**config.mk**
```make
export PLATFORM = sky130hd
export DESIGN_NAME = freq_gate_seq_flat
export DESIGN_NICKNAME = d
export VERILOG_FILES = /design/src/rtl/freq_gate_seq_pkg.sv /design/src/rtl/freq_gate_seq_if.sv /design/src/rtl/freq_gate_seq_gate_timer.sv /design/src/rtl/freq_gate_seq.sv /design/src/flat_wrapper.sv
export SDC_FILE = /design/constraint.sdc
export NUM_CORES = 1
export LEC_CHECK = 0
export CAP_MARGIN = 15
export CORE_MARGIN = 2
export CORE_UTILIZATION = 30
export DETAILED_ROUTE_END_ITERATION = 10
export DONT_BUFFER_PORTS = 1
export GPL_TIMING_DRIVEN = 0
export PLACE_DENSITY = 0.41
export SKIP_CTS_REPAIR_TIMING = 1
export SYNTH_ARGS = -nofsm -noshare
export SYNTH_HDL_FRONTEND = slang
export SYNTH_SLANG_ARGS = --single-unit
```
**constraint.sdc**
```tcl
create_clock -name clk -period 2.8 [get_ports clk]
set_clock_uncertainty 0.15 [all_clocks]
set_input_delay 0.42 -clock clk [delete_from_list [all_inputs] [get_ports clk]]
set_output_delay 0.42 -clock clk [all_outputs]
set_load 0.02 [all_outputs]
```
**src/rtl/freq_gate_seq_pkg.sv**
```systemverilog
// Shared types and helpers for the frequency-meter gate sequencer.
// Imported by the interface, the gate timer and the sequencer top.
package freq_pkg;

    typedef enum logic [2:0] {
        ST_IDLE  = 3'd0,
        ST_CLEAR = 3'd1,
        ST_GATE  = 3'd2,
        ST_LATCH = 3'd3,
        ST_EVAL  = 3'd4
    } fg_state_t;

    typedef enum logic [1:0] {
        DEC_FINAL = 2'd0,
        DEC_DOWN  = 2'd1,
        DEC_UP    = 2'd2
    } fg_dec_t;

    typedef logic [1:0] range_t;

    localparam logic [1:0] MAX_RETRY = 2'd3;
    localparam range_t     RANGE_MAX = 2'd3;

    function automatic logic [31:0] gate_len(input logic [31:0] base, input range_t r);
        logic [31:0] len_s;
        case (r)
            2'd0:    len_s = base;
            2'd1:    len_s = base * 32'd10;
            2'd2:    len_s = base * 32'd100;
            default: len_s = base * 32'd1000;
        endcase
        return len_s;
    endfunction

endpackage

```
**src/rtl/freq_gate_seq_if.sv**
```systemverilog
// Control/datapath bundle between host, sequencer and counter datapath.
// master = host/datapath side, slave = sequencer side.
interface freq_gate_seq_if;
    import freq_pkg::*;

    logic   start;
    logic   cont;
    logic   auto;
    range_t range_in;
    logic   cnt_ovf;
    logic   cnt_low;
    logic   cnt_clr;
    logic   cnt_en;
    logic   cnt_latch;
    logic   busy;
    logic   done;
    range_t range;
    logic   ovf_err;

    modport master (
        output start, cont, auto, range_in, cnt_ovf, cnt_low,
        input  cnt_clr, cnt_en, cnt_latch, busy, done, range, ovf_err
    );

    modport slave (
        input  start, cont, auto, range_in, cnt_ovf, cnt_low,
        output cnt_clr, cnt_en, cnt_latch, busy, done, range, ovf_err
    );

endinterface

```
**src/rtl/freq_gate_seq_gate_timer.sv**
```systemverilog
// Loadable gate down-counter; expire flags the last cycle of a running gate.
module gate_timer
    import freq_pkg::*;
#(
    parameter int GATE_W = 24
) (
    input  logic              clk,
    input  logic              reset,
    input  logic              load,
    input  logic              run,
    input  logic [GATE_W-1:0] len,
    output logic              expire
);

    localparam logic [GATE_W-1:0] ONE_C  = {{(GATE_W-1){1'b0}}, 1'b1};
    localparam logic [GATE_W-1:0] ZERO_C = {GATE_W{1'b0}};

    logic [GATE_W-1:0] count_r;

    // Count register: loaded once per attempt, stepped down while the gate runs
    always_ff @(posedge clk) begin
        if (reset) begin
            count_r <= ZERO_C;
        end else if (load) begin
            count_r <= len;
        end else if (run && (count_r != ZERO_C)) begin
            count_r <= count_r - ONE_C;
        end
    end

    assign expire = run && (count_r == ONE_C);

endmodule

```
**src/rtl/freq_gate_seq.sv**
```systemverilog
// Gate-window sequencer: clear/enable/latch strobes, decade ranging and auto-range retries.
// All outputs are flops fed from the next-state decode.
module freq_gate_seq
    import freq_pkg::*;
#(
    parameter int GATE_BASE = 1000,
    parameter int GATE_W    = 24
) (
    input logic            clk,
    input logic            reset,
    freq_gate_seq_if.slave bus
);

    fg_state_t   state_r;
    fg_state_t   state_nxt_s;
    fg_dec_t     dec_s;
    fg_dec_t     dec_r;
    range_t      range_r;
    logic [1:0]  retry_r;
    logic        ovf_r;
    logic        expire_s;
    logic        go_s;

    logic        cnt_clr_r;
    logic        cnt_en_r;
    logic        cnt_latch_r;
    logic        busy_r;
    logic        done_r;
    range_t      range_out_r;
    logic        ovf_err_r;

    gate_timer #(.GATE_W(GATE_W)) u_timer (
        .clk    (clk),
        .reset  (reset),
        .load   (state_r == ST_CLEAR),
        .run    (state_r == ST_GATE),
        .len    (GATE_W'(gate_len(32'(GATE_BASE), range_r))),
        .expire (expire_s)
    );

    assign go_s = bus.start || bus.cont;

    // Range decision, taken in LATCH and registered so done can be a flop during EVAL
    always_comb begin
        dec_s = DEC_FINAL;
        if (bus.auto && ovf_r && (range_r != 2'd0) && (retry_r < MAX_RETRY)) begin
            dec_s = DEC_DOWN;
        end else if (bus.auto && bus.cnt_low && !ovf_r && (range_r < RANGE_MAX)
                     && (retry_r < MAX_RETRY)) begin
            dec_s = DEC_UP;
        end else begin
            dec_s = DEC_FINAL;
        end
    end

    // Next-state logic
    always_comb begin
        state_nxt_s = state_r;
        case (state_r)
            ST_IDLE: begin
                if (go_s) state_nxt_s = ST_CLEAR;
                else      state_nxt_s = ST_IDLE;
            end
            ST_CLEAR: state_nxt_s = ST_GATE;
            ST_GATE: begin
                if (expire_s) state_nxt_s = ST_LATCH;
                else          state_nxt_s = ST_GATE;
            end
            ST_LATCH: state_nxt_s = ST_EVAL;
            ST_EVAL: begin
                if ((dec_r != DEC_FINAL) || bus.cont) state_nxt_s = ST_CLEAR;
                else                                  state_nxt_s = ST_IDLE;
            end
            default: state_nxt_s = ST_IDLE;
        endcase
    end

    // State register
    always_ff @(posedge clk) begin
        if (reset) state_r <= ST_IDLE;
        else       state_r <= state_nxt_s;
    end

    // Working range, retry count, ovf latch and the registered decision
    always_ff @(posedge clk) begin
        if (reset) begin
            range_r <= 2'd0;
            retry_r <= 2'd0;
            ovf_r   <= 1'b0;
            dec_r   <= DEC_FINAL;
        end else begin
            case (state_r)
                ST_IDLE: begin
                    if (go_s) begin
                        if (!bus.auto) range_r <= bus.range_in;
                        retry_r <= 2'd0;
                        ovf_r   <= 1'b0;
                    end
                end
                ST_CLEAR: ovf_r <= 1'b0;
                ST_GATE:  ovf_r <= ovf_r | bus.cnt_ovf;
                ST_LATCH: dec_r <= dec_s;
                ST_EVAL: begin
                    case (dec_r)
                        DEC_DOWN: begin
                            range_r <= range_r - 2'd1;
                            retry_r <= retry_r + 2'd1;
                        end
                        DEC_UP: begin
                            range_r <= range_r + 2'd1;
                            retry_r <= retry_r + 2'd1;
                        end
                        default: retry_r <= 2'd0;
                    endcase
                end
                default: ovf_r <= 1'b0;
            endcase
        end
    end

    // Output registers; strobes follow the state about to be entered
    always_ff @(posedge clk) begin
        if (reset) begin
            cnt_clr_r   <= 1'b0;
            cnt_en_r    <= 1'b0;
            cnt_latch_r <= 1'b0;
            busy_r      <= 1'b0;
            done_r      <= 1'b0;
            range_out_r <= 2'd0;
            ovf_err_r   <= 1'b0;
        end else begin
            cnt_clr_r   <= (state_nxt_s == ST_CLEAR);
            cnt_en_r    <= (state_nxt_s == ST_GATE);
            cnt_latch_r <= (state_nxt_s == ST_LATCH);
            busy_r      <= (state_nxt_s != ST_IDLE);
            done_r      <= (state_r == ST_LATCH) && (dec_s == DEC_FINAL);
            if ((state_r == ST_LATCH) && (dec_s == DEC_FINAL)) begin
                range_out_r <= range_r;
                ovf_err_r   <= ovf_r;
            end
        end
    end

    assign bus.cnt_clr   = cnt_clr_r;
    assign bus.cnt_en    = cnt_en_r;
    assign bus.cnt_latch = cnt_latch_r;
    assign bus.busy      = busy_r;
    assign bus.done      = done_r;
    assign bus.range     = range_out_r;
    assign bus.ovf_err   = ovf_err_r;

endmodule

```
**src/flat_wrapper.sv**
```systemverilog
// flat-port wrapper written by rule: the top's interface ports become plain ports
module freq_gate_seq_flat import freq_pkg::*;
#(
    parameter int GATE_BASE = 1000,
    parameter int GATE_W    = 24
)
  (clk, reset, bus_start, bus_cont, bus_auto, bus_range_in, bus_cnt_ovf, bus_cnt_low, bus_cnt_clr, bus_cnt_en, bus_cnt_latch, bus_busy, bus_done, bus_range, bus_ovf_err);
  freq_gate_seq_if bus_i ();
  input logic clk;
  input logic reset;
  input wire logic [$bits(bus_i.start)-1:0] bus_start;
  input wire logic [$bits(bus_i.cont)-1:0] bus_cont;
  input wire logic [$bits(bus_i.auto)-1:0] bus_auto;
  input wire logic [$bits(bus_i.range_in)-1:0] bus_range_in;
  input wire logic [$bits(bus_i.cnt_ovf)-1:0] bus_cnt_ovf;
  input wire logic [$bits(bus_i.cnt_low)-1:0] bus_cnt_low;
  output wire logic [$bits(bus_i.cnt_clr)-1:0] bus_cnt_clr;
  output wire logic [$bits(bus_i.cnt_en)-1:0] bus_cnt_en;
  output wire logic [$bits(bus_i.cnt_latch)-1:0] bus_cnt_latch;
  output wire logic [$bits(bus_i.busy)-1:0] bus_busy;
  output wire logic [$bits(bus_i.done)-1:0] bus_done;
  output wire logic [$bits(bus_i.range)-1:0] bus_range;
  output wire logic [$bits(bus_i.ovf_err)-1:0] bus_ovf_err;
  assign bus_i.start = bus_start;
  assign bus_i.cont = bus_cont;
  assign bus_i.auto = bus_auto;
  assign bus_i.range_in = bus_range_in;
  assign bus_i.cnt_ovf = bus_cnt_ovf;
  assign bus_i.cnt_low = bus_cnt_low;
  assign bus_cnt_clr = bus_i.cnt_clr;
  assign bus_cnt_en = bus_i.cnt_en;
  assign bus_cnt_latch = bus_i.cnt_latch;
  assign bus_busy = bus_i.busy;
  assign bus_done = bus_i.done;
  assign bus_range = bus_i.range;
  assign bus_ovf_err = bus_i.ovf_err;
  freq_gate_seq #(.GATE_BASE(GATE_BASE), .GATE_W(GATE_W)) u_core (.clk(clk), .reset(reset), .bus(bus_i));
endmodule
```
### After elaboration in Yosys (flattened, before gate mapping)

Cells that the tools add are included.

| storage, ports and cells | value |
|---|---|
| register bits after elaboration | 42 |
| output and inout bits | 8 |

| operators by class | value |
|---|---|
| bitwise operators | 2 |
| order comparisons | 2 |
| multiplexer cells | 18 |
| add/subtract/negate cells | 4 |
| reductions and logical operators | 27 |
| equal/unequal tests | 15 |

Operators with widths:

| kind | count |
|---|---|
| $pmux 20 s3 | 1 |
| $mux 24 | 2 |
| $eq 24x1->1 const B | 1 |
| $reduce_bool 24->1 | 1 |
| $sub 24x1->24 const B | 1 |
| $pmux 3 s5 | 1 |
| $eq 3x2->1 const B | 4 |
| $mux 2 | 6 |
| $pmux 2 s2 | 3 |
| $logic_and 1x1->1 | 10 |
| $reduce_bool 2->1 | 4 |
| $eq 3x1->1 const B | 2 |
| $add 2x1->2 const B | 2 |
| $eq 2x1->1 const B | 2 |
| $eq 2x2->1 const B | 2 |
| $logic_not 2->1 | 2 |
| $lt 2x2->1 const B | 2 |
| $mux 1 | 4 |
| $reduce_and 2->1 | 2 |
| $reduce_and 4->1 | 1 |
| $reduce_or 2->1 | 2 |
| $eq 3x3->1 const B | 1 |
| $logic_not 3->1 | 1 |
| $ne 3x1->1 const B | 1 |
| other kinds (9) | 10 |

### Longest topological paths before layout

| depth | value |
|---|---|
| word-level depth | 8 |
| gate-level depth with buffers | 7 |
| depth with buffers taken out | 7 |

### By module

From an unflattened synthesis, not the netlist that was laid out.

| unflattened totals | value |
|---|---|
| cells, all modules | 285 |
| area, all modules | 2513.7 µm² |

By module, submodules not included:

| module | seq. area each (µm²) | instances | cells each | area each (µm²) |
|---|---|---|---|---|
| gate_timer | 480.5 | 1 | 176 | 1531.5 |
| freq_gate_seq | 360.3 | 1 | 109 | 982.2 |

### Worst setup path after synthesis

No wires, ideal clock.

| timing | value |
|---|---|
| path kind | register to register |
| start | register u_core.u_timer.count_r[0] |
| end | register u_core.u_timer.count_r[10] |
| stages on the path, launching flop included | 8 |
| clock period less this slack | 2.000 ns |
| buffers on the path | 0 |
| data arrival time | 1.762 ns |
| slack | 0.800 ns |
| cells stage by stage | dfxtp_1 > inv_1 > ha_1 > nor4b_2 > nand2_1 > or3_1 > or3_1 > a311oi_2 |

| between the ends | value |
|---|---|
| longest elaborated chain between the ends | 3 |
| elaborated cells between the ends (all ways) | 6 |
| classes of those cells | 1 x add/sub; 2 x mux; 3 x reduce/logical |

RTL lines:

| what | line | text |
|---|---|---|
| from (decl) | freq_gate_seq_gate_timer.sv:18 | `logic [GATE_W-1:0] count_r;` |
| from (signal assigned) | freq_gate_seq_gate_timer.sv:25 | `count_r <= len;` |
| from (signal assigned) | freq_gate_seq_gate_timer.sv:27 | `count_r <= count_r - ONE_C;` |
| $sub 24x1->24 or $reduce_bool 24->1 (tied branches) | freq_gate_seq_gate_timer.sv:27, freq_gate_seq_gate_timer.sv:26 |  |
| $mux 24 or $logic_and 1x1->1 (tied branches) | freq_gate_seq_gate_timer.sv:26 | `end else if (run && (count_r != ZERO_C)) begin` |
| $mux 24 or $reduce_bool 2->1 (tied branches) | -- |  |

Parallel ways exist; a longest one is shown, timed or not. The select of a mux whose other input is x is not followed.
A chain may end at the register's enable or synchronous reset.

### Worst setup path in the final report

| timing | value |
|---|---|
| start | register u_core.u_timer.count_r[8] |
| end | register u_core.u_timer.count_r[10] |

Same word-level chain as after synthesis.

==> metrics.txt <==
status finished, final reports clean; most frequent cells in the layout 42 x dfxtp_1, 30 x nor2_1, 20 x nand2_1; HP Class primary input to register; Clk Latency, worst-skew pair 0.29 ns; Row Count 32; Chip Width 92.9 um; Congestion Overflow GR 0; first-pass GRT wire length 10300 um; Internal 1120 uW; htree depth 2; number of library cell types mapped by synthesis 52; cell total after placement 374; CTS tree done; peak fanout along the critical path 10; Root Driver clkbuf_8; slowest stage delay, CP 0.53 ns; Net Sw Frac 0.381; Ys Warns 0; Max Slew Vio Count 0; RSZ-0062 raised after global routing false; total number of vias 2049; setup violators final 0; clock network power share 0.268; Slew @ Worst Pin 0.776 ns; Longest Clk Path Bufs 2; worst-path cell chain nor4_4 -> nand4_4 -> o21ai_4 -> buf_6 -> o21ai_1 -> a311oi_2; Sw Pwr 692 uW; vias per cell 5.36; Avg Cell Area, Syn 8.71 um2; Initial Utilization 0.308; Slew Limit Headroom 0.482; initial antenna violation count 0; cells taking the most area after synthesis dfxtp_1 35%, ha_1 5.8%, nor2_1 4.8%; sequential share of power 0.403; die height 92.9 um; Worst Setup End Kind register; maxcap violations 0; leading area contributor after synthesis dfxtp_1; Antenna Diode Count 0; type of the worst setup path register to register; port buffer count 0; Synthesized Nets 292; share of flip-flops with an asynchronous set or reset 0; share of post-route cells with drive strength above 1 0.100; Placer Congestion 0.783; Initial DRC Count 148; Avg WL per Cell 16.8 um; area of the core 7690 um2; PD cells 697 nW/um2; Synth Register Bits 42; Startpoint Class register; commonest non-fill, non-tap cell in the layout dfxtp_1; residual DRC count 0; Comb pwr share 0.329; Worst VDD drop 319 uV; design area 2610 um2; Fin. Hold Viols 0; gr usage total 0.153; largest net degree at the start of global routing 14; Detail Placement HPWL 4710 um; Worst-path clk slew 0.09 ns; ANT nets after route 0; Lkg Pwr 0.000929 uW; Synth top area share 0.355; Min Hold Slack 0.128 ns; vias in the first global route 1879; fin crit period 2.27 ns; fmax 0.440 GHz; Mapped Cells 272; Worst EP required 2.86 ns; DP Area 2500 um2; Buf/Inv on CP 1; clk sink count 42; final setup TNS 0 ns; Final #Nets 299; non-filler cells, final 382; I/O pin cnt 17; Seq/Total Area, Yosys 0.355; WP data arrival 2.33 ns; cts bufs inserted 5; Post-synth EDFFs 0; Mapped Area 2370 um2; total die area 8620 um2; area delta synth->final 9.98%; critical path's slowest cell nor4_4; Final Cycle Share 0.811; DRT Pass-1 Iters 4; top_reg_cell synth dfxtp_1; CP delay by family, top simple AND/OR/NAND/NOR gates; Total Wirelength 6410 um; Layout Utilization 0.339
per-layer routing:
metal,vias to the layer above,GRT usage,wire length [um],share of wire
met2,36,0.223,2790,0.43
met4,0,0.0368,51,0.0080
li1,1024,-,-,-
met1,985,0.232,3370,0.53
met5,-,0,0,0
met3,4,0.0244,198,0.031
cells by family after synthesis:
kind of cell,Yosys count,synth area share
AND/OR/NAND/NOR,117,0.293
AO/OA/AOI/OAI,66,0.200
flip-flops,42,0.355
buffers and inverters,21,0.0370
XOR/XNOR,13,0.0481
adder cells (fa/ha/maj),11,0.0581
multiplexers,2,0.00845
metrics by stage:
stage / power (uW) / worst slack [ns]
CTS: 1840 / 0.514
finish: 1820 / 0.528
floorplan: 1180 / 0.800
global route: 1920 / 0.343
detailed placement: 1340 / 0.549
global placement: 1350 / 0.527
layout make-up:
class / instances / area [um2]
Sequential cell: 42 / 841
Tap cell: 102 / 128
Multi-Input combinational cell: 209 / 1440
Inverter: 10 / 37.5
Buffer: 11 / 50.0
Clock inverter: 3 / 40.0
Fill cell: 843 / 5080
Clock buffer: 5 / 68.8
synthesized netlist by cell type (7+ instances only):
| cell | n |
|---|---|
| nand2_1 | 20 |
| o21ai_0 | 8 |
| nand3_1 | 12 |
| ha_1 | 11 |
| xor2_1 | 8 |
| o31ai_1 | 7 |
| a21oi_1 | 19 |
| nor2_1 | 30 |
| dfxtp_1 | 42 |
| nor3_1 | 7 |
| inv_1 | 10 |
| clkbuf_1 | 9 |
path summary, 6_finish.rpt:
path                                               start  slack [ns]                                      end  cells past startpoint
setup / recovery  u_core.u_timer.count_r[8]$_SDFFE_PP0P_        0.53  u_core.u_timer.count_r[10]$_SDFFE_PP0P_                      6
hold / removal                           bus_range_in[0]        0.13           u_core.range_r[0]$_SDFFE_PP0P_                      2
setup reg to reg  u_core.u_timer.count_r[8]$_SDFFE_PP0P_        0.53  u_core.u_timer.count_r[10]$_SDFFE_PP0P_                      6
hold reg to reg           u_core.retry_r[1]$_SDFFE_PP0P_        0.31           u_core.retry_r[1]$_SDFFE_PP0P_                      2
state kept, by name, summed over array words and instances, names as in the netlist:
name and count:
u_core.bus.cnt_clr 1, u_core.ovf_r 1, u_core.dec_r 2, u_core.range_r 2
u_core.bus.done 1, u_core.bus.cnt_en 1, u_core.bus.busy 1, u_core.state_r 3
u_core.u_timer.count_r 24, u_core.bus.cnt_latch 1, u_core.bus.ovf_err 1, u_core.retry_r 2
u_core.bus.range 2
power groups by stage:
stage	Sequential (uW)	Clock, uW	Combinational [uW]
6_report	731	487	598
5_1_grt	740	525	657
4_1_cts	730	508	600
3_5_place_dp	743	0	595
3_3_place_gp	745	0	603
2_1_floorplan	727	0	457
Power figures use the tool's default switching activity.
